$ cat config.mk
export PLATFORM = sky130hd
export DESIGN_NAME = mem_arbiter
export DESIGN_NICKNAME = d
export VERILOG_FILES = /design/src/rtl/mem_arbiter_pkg.sv /design/src/rtl/mem_arbiter.sv
export SDC_FILE = /design/constraint.sdc
export NUM_CORES = 1
export LEC_CHECK = 0
export ABC_AREA = 0
export CAP_MARGIN = 20
export CORE_AREA = 2 2 106 108
export CTS_CLUSTER_DIAMETER = 100
export DETAILED_ROUTE_END_ITERATION = 10
export DIE_AREA = 0 0 108 110
export DONT_BUFFER_PORTS = 1
export PLACE_DENSITY = 0.52
export REMOVE_ABC_BUFFERS = 1
export SLEW_MARGIN = 20
export SYNTH_ARGS = -nofsm -noshare
export SYNTH_HDL_FRONTEND = slang
export SYNTH_SLANG_ARGS = --single-unit
$ cat constraint.sdc
create_clock -name clk -period 2.4 [get_ports clk]
set_input_delay 0.24 -clock clk [delete_from_list [all_inputs] [get_ports clk]]
set_output_delay 0.24 -clock clk [all_outputs]
set_load 0.02 [all_outputs]
$ cat src/rtl/mem_arbiter_pkg.sv
// Shared types for the two-requester memory arbiter.
package mem_arbiter_pkg;

  localparam int unsigned ADDR_W = 32;
  localparam int unsigned DATA_W = 32;
  localparam int unsigned MASK_W = 4;

  typedef enum logic [1:0] {
    IDLE,
    SERVE_I,
    SERVE_D
  } arb_state_t;

  typedef enum logic {
    OWNER_I,
    OWNER_D
  } arb_owner_t;

  // Transaction held stable on the memory port for the whole access.
  typedef struct packed {
    logic              write;
    logic [ADDR_W-1:0] addr;
    logic [DATA_W-1:0] wdata;
    logic [MASK_W-1:0] wmask;
  } mem_req_t;

endpackage

$ cat src/rtl/mem_arbiter.sv
// Arbitrates instruction and data requesters onto one memory port,
// alternating grants under contention so neither side starves.
module mem_arbiter
  import mem_arbiter_pkg::*;
(
  input  logic              clk,
  input  logic              rst,
  input  logic              imem_read,
  input  logic [ADDR_W-1:0] imem_address,
  output logic [DATA_W-1:0] imem_rdata,
  output logic              imem_resp,
  input  logic              dmem_read,
  input  logic              dmem_write,
  input  logic [ADDR_W-1:0] dmem_address,
  input  logic [DATA_W-1:0] dmem_wdata,
  input  logic [MASK_W-1:0] dmem_wmask,
  output logic [DATA_W-1:0] dmem_rdata,
  output logic              dmem_resp,
  output logic              mem_read,
  output logic              mem_write,
  output logic [ADDR_W-1:0] mem_address,
  output logic [DATA_W-1:0] mem_wdata,
  output logic [MASK_W-1:0] mem_wmask,
  input  logic [DATA_W-1:0] mem_rdata,
  input  logic              mem_resp
);

  arb_state_t state, state_nxt;
  arb_owner_t last, last_nxt;
  mem_req_t   cap, cap_nxt;

  logic i_req, d_req, serve_i, serve_d, wr_c;

  always_ff @(posedge clk) begin
    if (rst) begin
      state <= IDLE;
      last  <= OWNER_I;
      cap   <= '0;
    end else begin
      state <= state_nxt;
      last  <= last_nxt;
      cap   <= cap_nxt;
    end
  end

  always_comb begin
    state_nxt    = state;
    last_nxt     = last;
    cap_nxt      = cap;
    i_req        = imem_read;
    d_req        = dmem_read | dmem_write;
    serve_i      = 1'b0;
    serve_d      = 1'b0;
    wr_c         = 1'b0;
    mem_read     = 1'b0;
    mem_write    = 1'b0;
    mem_address  = '0;
    mem_wdata    = '0;
    mem_wmask    = '0;
    imem_resp    = 1'b0;
    imem_rdata   = '0;
    dmem_resp    = 1'b0;
    dmem_rdata   = '0;

    case (state)
      IDLE: begin
        // D wins contention unless it also won the previous grant.
        if (d_req && (!i_req || last == OWNER_I)) begin
          state_nxt     = SERVE_D;
          last_nxt      = OWNER_D;
          cap_nxt.write = dmem_write;
          cap_nxt.addr  = dmem_address;
          cap_nxt.wdata = dmem_wdata;
          cap_nxt.wmask = dmem_wmask;
        end else if (i_req) begin
          state_nxt     = SERVE_I;
          last_nxt      = OWNER_I;
          cap_nxt.write = 1'b0;
          cap_nxt.addr  = imem_address;
          cap_nxt.wdata = '0;
          cap_nxt.wmask = '0;
        end
      end
      SERVE_I, SERVE_D: begin
        if (mem_resp) state_nxt = IDLE;
      end
      default: state_nxt = IDLE;
    endcase

    // Output decode; everything is held at zero while reset is asserted.
    serve_i = (state == SERVE_I) && !rst;
    serve_d = (state == SERVE_D) && !rst;
    wr_c    = serve_d && cap.write;

    mem_read    = serve_i || (serve_d && !cap.write);
    mem_write   = wr_c;
    mem_address = (serve_i || serve_d) ? cap.addr : '0;
    mem_wdata   = wr_c ? cap.wdata : '0;
    mem_wmask   = wr_c ? cap.wmask : '0;

    imem_resp  = serve_i && mem_resp;
    imem_rdata = imem_resp ? mem_rdata : '0;
    dmem_resp  = serve_d && mem_resp;
    dmem_rdata = dmem_resp ? mem_rdata : '0;
  end

endmodule

==> impl_metrics.toml, run 1 <==
[logic_synthesis]
synthDominantCellAreaShare_pct = 38.34
synth_area_per_cell_um2 = 7.866
flop_and_latch_count_out_of_synthesis = 72
netlist_area_mm2 = 0.003760
cell_taking_the_most_area_after_synthesis = "sky130_fd_sc_hd__dfxtp_1"
syn-instance-count = 478
yosys_warnings = 0
muxShareOfSynthArea_pct = 0
synth_top_family_by_area = "simple AND/OR/NAND/NOR gates"
synth_compound_area_share_pct = 18.20
post_synth_edffs = 0
synth.top_cells.by_area = "sky130_fd_sc_hd__dfxtp_1, sky130_fd_sc_hd__and2_1, sky130_fd_sc_hd__a32oi_1"
ys_async_sr_fraction_pct = 0
share_of_the_synthesized_netlist_area_taken_by_xor_and_xnor_gates_pct = 0
post_synth_and_or_nand_nor_area_fraction_pct = 37.04
synth_sequential_area_ratio_pct = 38.34
synthAdderAreaFrac_pct = 0.9983
most_used_flip_flop_cell_after_synthesis = "sky130_fd_sc_hd__dfxtp_1"
synth.lib_cells_used.distinct = 24

[worst_setup_path]
slowest_stage = "sky130_fd_sc_hd__buf_4"
critical_path.reg2reg.endpoint = "cap[45]$_SDFFE_PP0P_"
critPathMaxStageDelay_ps = 350
critical_path_class = "reg2out"
startpoint = "state[0]$_SDFFE_PP0P_"
worstReg2RegStart = "state[0]$_SDFFE_PP0P_"
r2r.worst_path.cells = 6
rrSetupSlack_ps = 770
critPathArrivalTime_ps = 1870
worstPathRequired_ps = 2160
critical_path_peak_fanout = 37
timing.critical_path.from_type = "register"
cp_cell_sequence = "inv_1 > ha_1 > nor3b_4 > buf_4 > and2_1"
endpoint_kind = "output pin"

[global_routing]
grt_max_degree = 71
first_pass_grt_wire_length_mm = 15.61
antenna_found_initial = 0
grtUsageTotal_pct = 16.79
globalRoute.totalOverflow = 0
grt_pass1_vias = 2899

[floorplan]
number_of_top_level_pins = 274
num_rows = 38
die_width_um = 108
initial_core_util_pct = 35.15
die_h_um = 110
die_area_mm2 = 0.01188
core_area_mm2 = 0.01070

[cts]
max-clock-path-buffers = 2
tritoncts = "done"
cts.sink_count = 72
clock_insertion_delay_worst_skew_ps = 340
clk_pin_slew_ps = 80
cts.repair_timing.setup_buffer_count = 0
tritoncts.num_buffers = 9
ctsHtreeMaxLevel = 3
clock_tree.root_cell = "sky130_fd_sc_hd__clkbuf_8"

[sta]
max_slew_margin_pct = 72.22
rsz0062_at_grt = "no"
fmax_mhz = 474.6
timing.final.hold_violations = 0
worst_setup_slack_final_ps = 293.2
timing.clock.skew_ps = 7.702
fin_setup_tns_ps = 0
holdWs_ps = 51.16
maxSlewViolCount = 0
post-route-period-util_pct = 87.78
tightest_slew_ps = 416.7
number_of_setup_violations_in_the_final_report = 0
finalCriticalPeriod_ps = 2107

[power]
comb_power_share_pct = 27.0
share_of_power_burned_in_the_clock_network_pct = 28.0
sequentialPowerShare_pct = 45.0
post-layout-total-power_mw = 3.274
p_leak_nw = 1.613
power.density_cell_area_mw_per_mm2 = 798.1
switching_part_of_the_total_pct = 35.03
vdd.ir_drop.worst_v = 0.0003766
switching_power_mw = 1.147
cell_internal_pwr_mw = 2.127

[placement]
post-dp-hpwl_mm = 7.494
dp_slack_ps = 531.5
placement.io_buffers = 0
routabilityCongestion = 0.9224
placement.cell_area_mm2 = 0.003881

[layout]
final_area_mm2 = 0.004103
layout_cell_share_with_drive_strength_beyond_1_pct = 7.391
layout.nets = 596
num_antenna_cells = 0
layout_commonest_cell = "sky130_fd_sc_hd__and2_1"
mostFrequentLayoutCells = "sky130_fd_sc_hd__and2_1, sky130_fd_sc_hd__nor2_1, sky130_fd_sc_hd__dfxtp_1"
area_growth_syn_to_fin_pct = 9.118

[min_path]
worst_hold_path_type = "in2reg"
timing.hold.worst_path_depth = 2
worst_hold_path.endpoint = "cap[53]$_SDFFE_PP0P_"
hp-start = "dmem_address[17]"

[route]
finalWirelength_mm = 11.18
drt_iter0_markers = 337
detail_route.drc_violations = 0
detail_route.wl_per_cell_um = 18.64
num_vias = 3337
detailedRoute.firstPassIterationCount = 4
via_per_inst = 5.562
postRouteAntennaNets = 0

[job]
maxCapViolations = 0

[outcome]
run_status = "completed"
## repair_timing
item,in CTS,in global routing
resized for setup,0,2
hold endpoints to repair,70,0
setup endpoints to repair,0,64
hold buffers,1,0
## critical path: cells and delay by family, from the launching register on
family	cells	cell delay, ps
buffers and inverters	2	450
adder cells (fa/ha/maj)	1	210
AND/OR/NAND/NOR	2	520
flip-flops	1	320
## flip-flops by register name (all words and copies together), names as in the netlist
| signal | count |
|---|---|
| cap | 69 |
| last | 1 |
| state | 2 |
## synthesized netlist by cell type (all sizes together), types with 2 or more instances
library cell	n
nand2	64
dfxtp	72
a311oi	32
a32o	2
nor2	76
buf	20
and2	132
inv	3
and3b	2
ha	3
a32oi	37
clkbuf	25
## how the worst max path moves through the flow
stage | slack [ps] | end
floorplan | -530 | cap[36]$_SDFFE_PP0P_
global placement | 610 | dmem_rdata[11]
detailed placement | 530 | dmem_rdata[26]
CTS | 130 | dmem_rdata[26]
global route | 170 | mem_wmask[2]
finish | 290 | mem_wmask[2]
## metal layers
layer	GRT usage (%)	vias to the layer above	share of wire (%)
met3	8.348	7	13
met4	4.487	0	0.73
met5	0	-	0
met2	23.58	175	43
met1	22.73	1576	43
li1	-	1579	-
## cell families after synthesis
family | Yosys count
flip-flops | 72
AO/OA/AOI/OAI | 78
adder cells (fa/ha/maj) | 3
AND/OR/NAND/NOR | 277
buffers and inverters | 48
## power by group through the flow
stage / Sequential, mW / Clock, mW / Combinational, mW
2_1_floorplan: 1.47 / 0 / 0.652
3_3_place_gp: 1.49 / 0 / 0.840
3_5_place_dp: 1.50 / 0 / 0.865
4_1_cts: 1.47 / 0.964 / 0.891
5_1_grt: 1.49 / 1.00 / 0.977
6_report: 1.47 / 0.916 / 0.885
## final cells by class
class | instances | area [µm²]
Sequential cell | 72 | 1441
Multi-Input combinational cell | 358 | 2156
Clock buffer | 11 | 151.4
Clock inverter | 5 | 40.04
Fill cell | 1137 | 6595
Inverter | 3 | 11.26
Tap cell | 140 | 175.2
Timing Repair Buffer | 11 | 127.6
## through the flow
stage	std cells	util, %
after global routing	600	38.35
after detailed placement	583	36.28
after CTS	600	38.33
final	600	38.35
after floorplan	433	-
after global placement	583	36.28
Power figures use the tool's default switching activity.
==> run 2, diff against run 1 <==
--- a/config.mk
+++ b/config.mk
@@ -7,12 +7,12 @@
 export LEC_CHECK = 0
 export ABC_AREA = 0
 export CAP_MARGIN = 20
-export CORE_AREA = 2 2 106 108
+export CORE_ASPECT_RATIO = 2
+export CORE_UTILIZATION = 25
 export CTS_CLUSTER_DIAMETER = 100
 export DETAILED_ROUTE_END_ITERATION = 10
-export DIE_AREA = 0 0 108 110
 export DONT_BUFFER_PORTS = 1
-export PLACE_DENSITY = 0.52
+export PLACE_DENSITY = 0.41
 export REMOVE_ABC_BUFFERS = 1
 export SLEW_MARGIN = 20
 export SYNTH_ARGS = -nofsm -noshare
==> impl_metrics.toml, run 2 (same netlist as run 1, synthesis figures left out) <==
[outcome]
run_status = "completed"

[job]
maxCapViolations = 0

[layout]
num_antenna_cells = 0
layout.nets = 595
layout_cell_share_with_drive_strength_beyond_1_pct = 6.972
area_growth_syn_to_fin_pct = 14.04
stdcell_count = 654
flip_flop_count_of_the_largest_register_after_layout = 69
layout_commonest_cell = "sky130_fd_sc_hd__and2_1"
biggest_registers_after_layout = "cap x69, state x2, last x1"
largest-register = "cap"
mostFrequentLayoutCells = "sky130_fd_sc_hd__and2_1, sky130_fd_sc_hd__nor2_1, sky130_fd_sc_hd__dfxtp_1"

[route]
num_vias = 3337
postRouteAntennaNets = 0
via_per_inst = 5.102
detail_route.wl_per_cell_um = 18.01
detailedRoute.firstPassIterationCount = 4
finalWirelength_mm = 11.78
detail_route.drc_violations = 0
drt_iter0_markers = 110

[cts]
clock_insertion_delay_worst_skew_ps = 330
ctsHtreeMaxLevel = 3
cts.sink_count = 72
tritoncts.num_buffers = 9
max-clock-path-buffers = 2
clock_tree.root_cell = "sky130_fd_sc_hd__clkbuf_16"
clk_pin_slew_ps = 70
tritoncts = "done"

[sta]
rsz0062_at_grt = "no"
number_of_setup_violations_in_the_final_report = 0
tightest_slew_ps = 887.5
maxSlewViolCount = 0
fmax_mhz = 485.8
finalCriticalPeriod_ps = 2059
post-route-period-util_pct = 85.78
fin_setup_tns_ps = 0
timing.clock.skew_ps = 7.815
worst_setup_slack_final_ps = 341.4
timing.final.hold_violations = 0
holdWs_ps = 61.02
max_slew_margin_pct = 40.74

[global_routing]
globalRoute.totalOverflow = 0
first_pass_grt_wire_length_mm = 16.95
antenna_found_initial = 0
grtUsageTotal_pct = 14.82
grt_pass1_vias = 3156
grt_max_degree = 71

[floorplan]
die_width_um = 88.72
num_rows = 63
die_area_mm2 = 0.01556
die_h_um = 175.4
number_of_top_level_pins = 274
core_area_mm2 = 0.01474
initial_core_util_pct = 25.51

[worst_setup_path]
critPathArrivalTime_ps = 1820
timing.critical_path.from_type = "register"
endpoint_kind = "output pin"
critical_path_peak_fanout = 37
critical_path_class = "reg2out"
worstPathRequired_ps = 2160

[placement]
routabilityCongestion = 0.7356
placement.io_buffers = 0
numPlacedInstances = 637
dp_slack_ps = 701.5
post-dp-hpwl_mm = 8.215

[min_path]
worst_hold_path_type = "in2reg"

[power]
vdd.ir_drop.worst_v = 0.0004201
p_leak_nw = 1.671
power.density_cell_area_mw_per_mm2 = 877.5
post-layout-total-power_mw = 3.763
==> run 2: area by class of cell <==
type,instances,area [µm²]
clock buffer,9,225.2
clock inverter,7,77.57
fill,1613,10450
inverter,3,11.26
multi-input combinational,358,2168
sequential,72,1441
tap,195,244.0
timing repair buffer,10,120.1
==> run 2: path summary, 6_finish.rpt <==
path	start	endpoint	slack, ps	cells after the start
min	dmem_address[1]	cap[37]$_SDFFE_PP0P_	60	2
max reg2reg	state[0]$_SDFFE_PP0P_	cap[48]$_SDFFE_PP0P_	830	6
max	state[0]$_SDFFE_PP0P_	mem_wdata[23]	340	5
min reg2reg	cap[2]$_SDFFE_PP0P_	cap[2]$_SDFFE_PP0P_	480	2
==> run 2: what timing repair did <==
action,CTS,global route
hold endpoints to repair,70,0
hold buffers,1,0
setup buffers,0,0
gates resized for setup,0,0
==> run 2: where the power goes <==
group	switching, mW	total (mW)	leakage, nW	internal, mW
Clock	0.570	1.39	0.147	0.817
Sequential	0.0897	1.48	0.596	1.39
Combinational	0.593	0.897	0.928	0.304
Total	1.25	3.76	1.67	2.51
==> run 2: per-stage QoR <==
step / utilization (%) / cell area [µm²]
final: 29.09 / 4288
after global routing: 29.09 / 4288
after CTS: 29.09 / 4288
after detailed placement: 26.85 / 3958
after global placement: 26.85 / 3958
after floorplan: - / 3567
==> run 2: critical path, stage by stage (launching register included) <==
cell,delay [ps]
sky130_fd_sc_hd__dfxtp_1,310
sky130_fd_sc_hd__inv_1,90
sky130_fd_sc_hd__ha_1,230
sky130_fd_sc_hd__nor3b_4,200
sky130_fd_sc_hd__buf_4,340
sky130_fd_sc_hd__and2_1,310
==> run 2: routing by layer <==
metal	vias to the layer above	wire length [µm]	share of wire (%)	track usage (%)
met4	0	325	2.8	6.989
met1	1552	3928	33	14.09
met5	-	0	0	0
li1	1576	-	-	-
met2	192	6758	57	28.81
met3	17	766	6.5	2.961
==> run 3, diff against run 2 <==
--- a/config.mk
+++ b/config.mk
@@ -6,13 +6,13 @@
 export NUM_CORES = 1
 export LEC_CHECK = 0
 export ABC_AREA = 0
+export BUFFER_PORTS_ARGS = -buffer_cell sky130_fd_sc_hd__clkbuf_2
 export CAP_MARGIN = 20
 export CORE_ASPECT_RATIO = 2
 export CORE_UTILIZATION = 25
 export CTS_CLUSTER_DIAMETER = 100
 export DETAILED_ROUTE_END_ITERATION = 10
-export DONT_BUFFER_PORTS = 1
-export PLACE_DENSITY = 0.41
+export PLACE_DENSITY = 0.57
 export REMOVE_ABC_BUFFERS = 1
 export SLEW_MARGIN = 20
 export SYNTH_ARGS = -nofsm -noshare
==> impl_metrics.toml, run 3 (same netlist as run 1, synthesis figures left out) <==
[layout]
final_area_mm2 = 0.005598
area_growth_syn_to_fin_pct = 48.89
layout_cell_share_with_drive_strength_beyond_1_pct = 41.61
largest-register = "cap"
biggest_registers_after_layout = "cap x69, state x2, last x1"
flip_flop_count_of_the_largest_register_after_layout = 69
num_antenna_cells = 0
layout_commonest_cell = "sky130_fd_sc_hd__clkbuf_2"
mostFrequentLayoutCells = "sky130_fd_sc_hd__clkbuf_2, sky130_fd_sc_hd__and2_1, sky130_fd_sc_hd__nor2_1"
layout.nets = 869

[floorplan]
initial_core_util_pct = 25.51
num_rows = 63
die_h_um = 175.4
die_area_mm2 = 0.01556
die_width_um = 88.72
core_area_mm2 = 0.01474
number_of_top_level_pins = 274

[worst_setup_path]
timing.critical_path.from_type = "register"
timing.critical_path.max_delay_family = "buffers and inverters"
critPathArrivalTime_ps = 1830
worstPathBufferInverterCount = 3
worstPathRequired_ps = 2160
cp_cell_sequence = "inv_1 > ha_1 > nor3b_4 > buf_4 > and2_1 > clkbuf_2"
slowest_stage = "sky130_fd_sc_hd__dfxtp_1"
critical_path_peak_fanout = 37
r2r.worst_path.cells = 6
crit_cells = 6
critical_path_class = "reg2out"
critPathMaxStageDelay_ps = 320
endpoint_kind = "output pin"

[route]
drt_iter0_markers = 152
detail_route.wl_per_cell_um = 14.76
finalWirelength_mm = 13.69
postRouteAntennaNets = 0
detail_route.drc_violations = 0
via_per_inst = 4.602
detailedRoute.firstPassIterationCount = 4
num_vias = 4271

[cts]
ctsHtreeMaxLevel = 3
cts_resized = 0
max-clock-path-buffers = 2
clock_tree.root_cell = "sky130_fd_sc_hd__clkbuf_16"
clk_pin_slew_ps = 70
cts.sink_count = 72
clock_insertion_delay_worst_skew_ps = 330
tritoncts = "done"
cts_hold_buffers = 0
tritoncts.num_buffers = 9
cts.repair_timing.setup_buffer_count = 0

[sta]
rsz0062_at_grt = "no"
tightest_slew_ps = 458.5
max_slew_margin_pct = 69.44
fmax_mhz = 483.2
timing.final.hold_violations = 0
timing.clock.skew_ps = 9.250
post-route-period-util_pct = 86.23
number_of_setup_violations_in_the_final_report = 0
finalCriticalPeriod_ps = 2069
maxSlewViolCount = 0
worst_setup_slack_final_ps = 330.5
holdWs_ps = 149.0

[placement]
routabilityCongestion = 0.8227
dp_slack_ps = 674.2
placement.cell_area_mm2 = 0.005326
post-dp-hpwl_mm = 10.18
placement.io_buffers = 273

[min_path]
timing.hold.worst_path_depth = 3
worst_hold_path_type = "in2reg"

[power]
power.density_cell_area_mw_per_mm2 = 678.8
vdd.ir_drop.worst_v = 0.0004934
p_leak_nw = 2.846

[global_routing]
grtUsageTotal_pct = 17.02
antenna_found_initial = 0
grt_max_degree = 72
grt_pass1_vias = 3887
first_pass_grt_wire_length_mm = 20.16
globalRoute.totalOverflow = 0

[outcome]
run_status = "completed"

[job]
maxCapViolations = 0
==> run 3: cell types whose count changed in the layout (fill, tap and decap cells not counted), sizes merged <==
cell / before / now
clkinvlp: 1 / 2
inv: 6 / 5
bufinv: 1 / 0
buf: 10 / 11
clkbuf: 9 / 283
==> run 3: metrics by stage <==
step	instances	utilization, %	TNS, ps	total power [mW]
detailed placement	912	36.13	0	2.600
finish	928	37.98	0	3.800
CTS	928	37.98	0	3.884
global placement	912	36.13	0	2.591
global route	928	37.98	0	4.038
floorplan	433	-	-26970	2.127
==> run 3: cell type report <==
cell class / instances / area [µm²]
fill: 1634 / 9143
tap: 195 / 244.0
multi-input combinational: 358 / 2156
sequential: 72 / 1441
clock buffer: 10 / 229.0
timing repair buffer: 284 / 1474
inverter: 3 / 11.26
clock inverter: 6 / 42.54
==> run 3: final timing paths <==
| kind | startpoint | to | slack [ps] |
|---|---|---|---|
| max | state[0]$_SDFFE_PP0P_ | mem_wdata[15] | 330 |
| max reg2reg | state[0]$_SDFFE_PP0P_ | cap[66]$_SDFFE_PP0P_ | 720 |
| min reg2reg | cap[29]$_SDFFE_PP0P_ | cap[29]$_SDFFE_PP0P_ | 480 |
| min | dmem_address[7] | cap[43]$_SDFFE_PP0P_ | 150 |
==> run 3: tightest hold or removal path, delay by kind of cell <==
family / cells / cell delay, ps
compound gates: 1 / 70
buf+inv: 1 / 80
simple gates: 1 / 50
==> run 3: routing by layer <==
metal	vias to the layer above	GRT usage, %	routed length [µm]
met2	157	30.22	7247
met5	-	0	0
met4	0	6.183	280
li1	2135	-	-
met3	20	3.289	689
met1	1959	19.65	5476
==> run 3: power by group <==
group	internal (mW)	switching, mW	leakage (nW)
clock	0.704	0.542	0.129
combinational	0.416	0.644	2.12
sequential	1.39	0.104	0.596
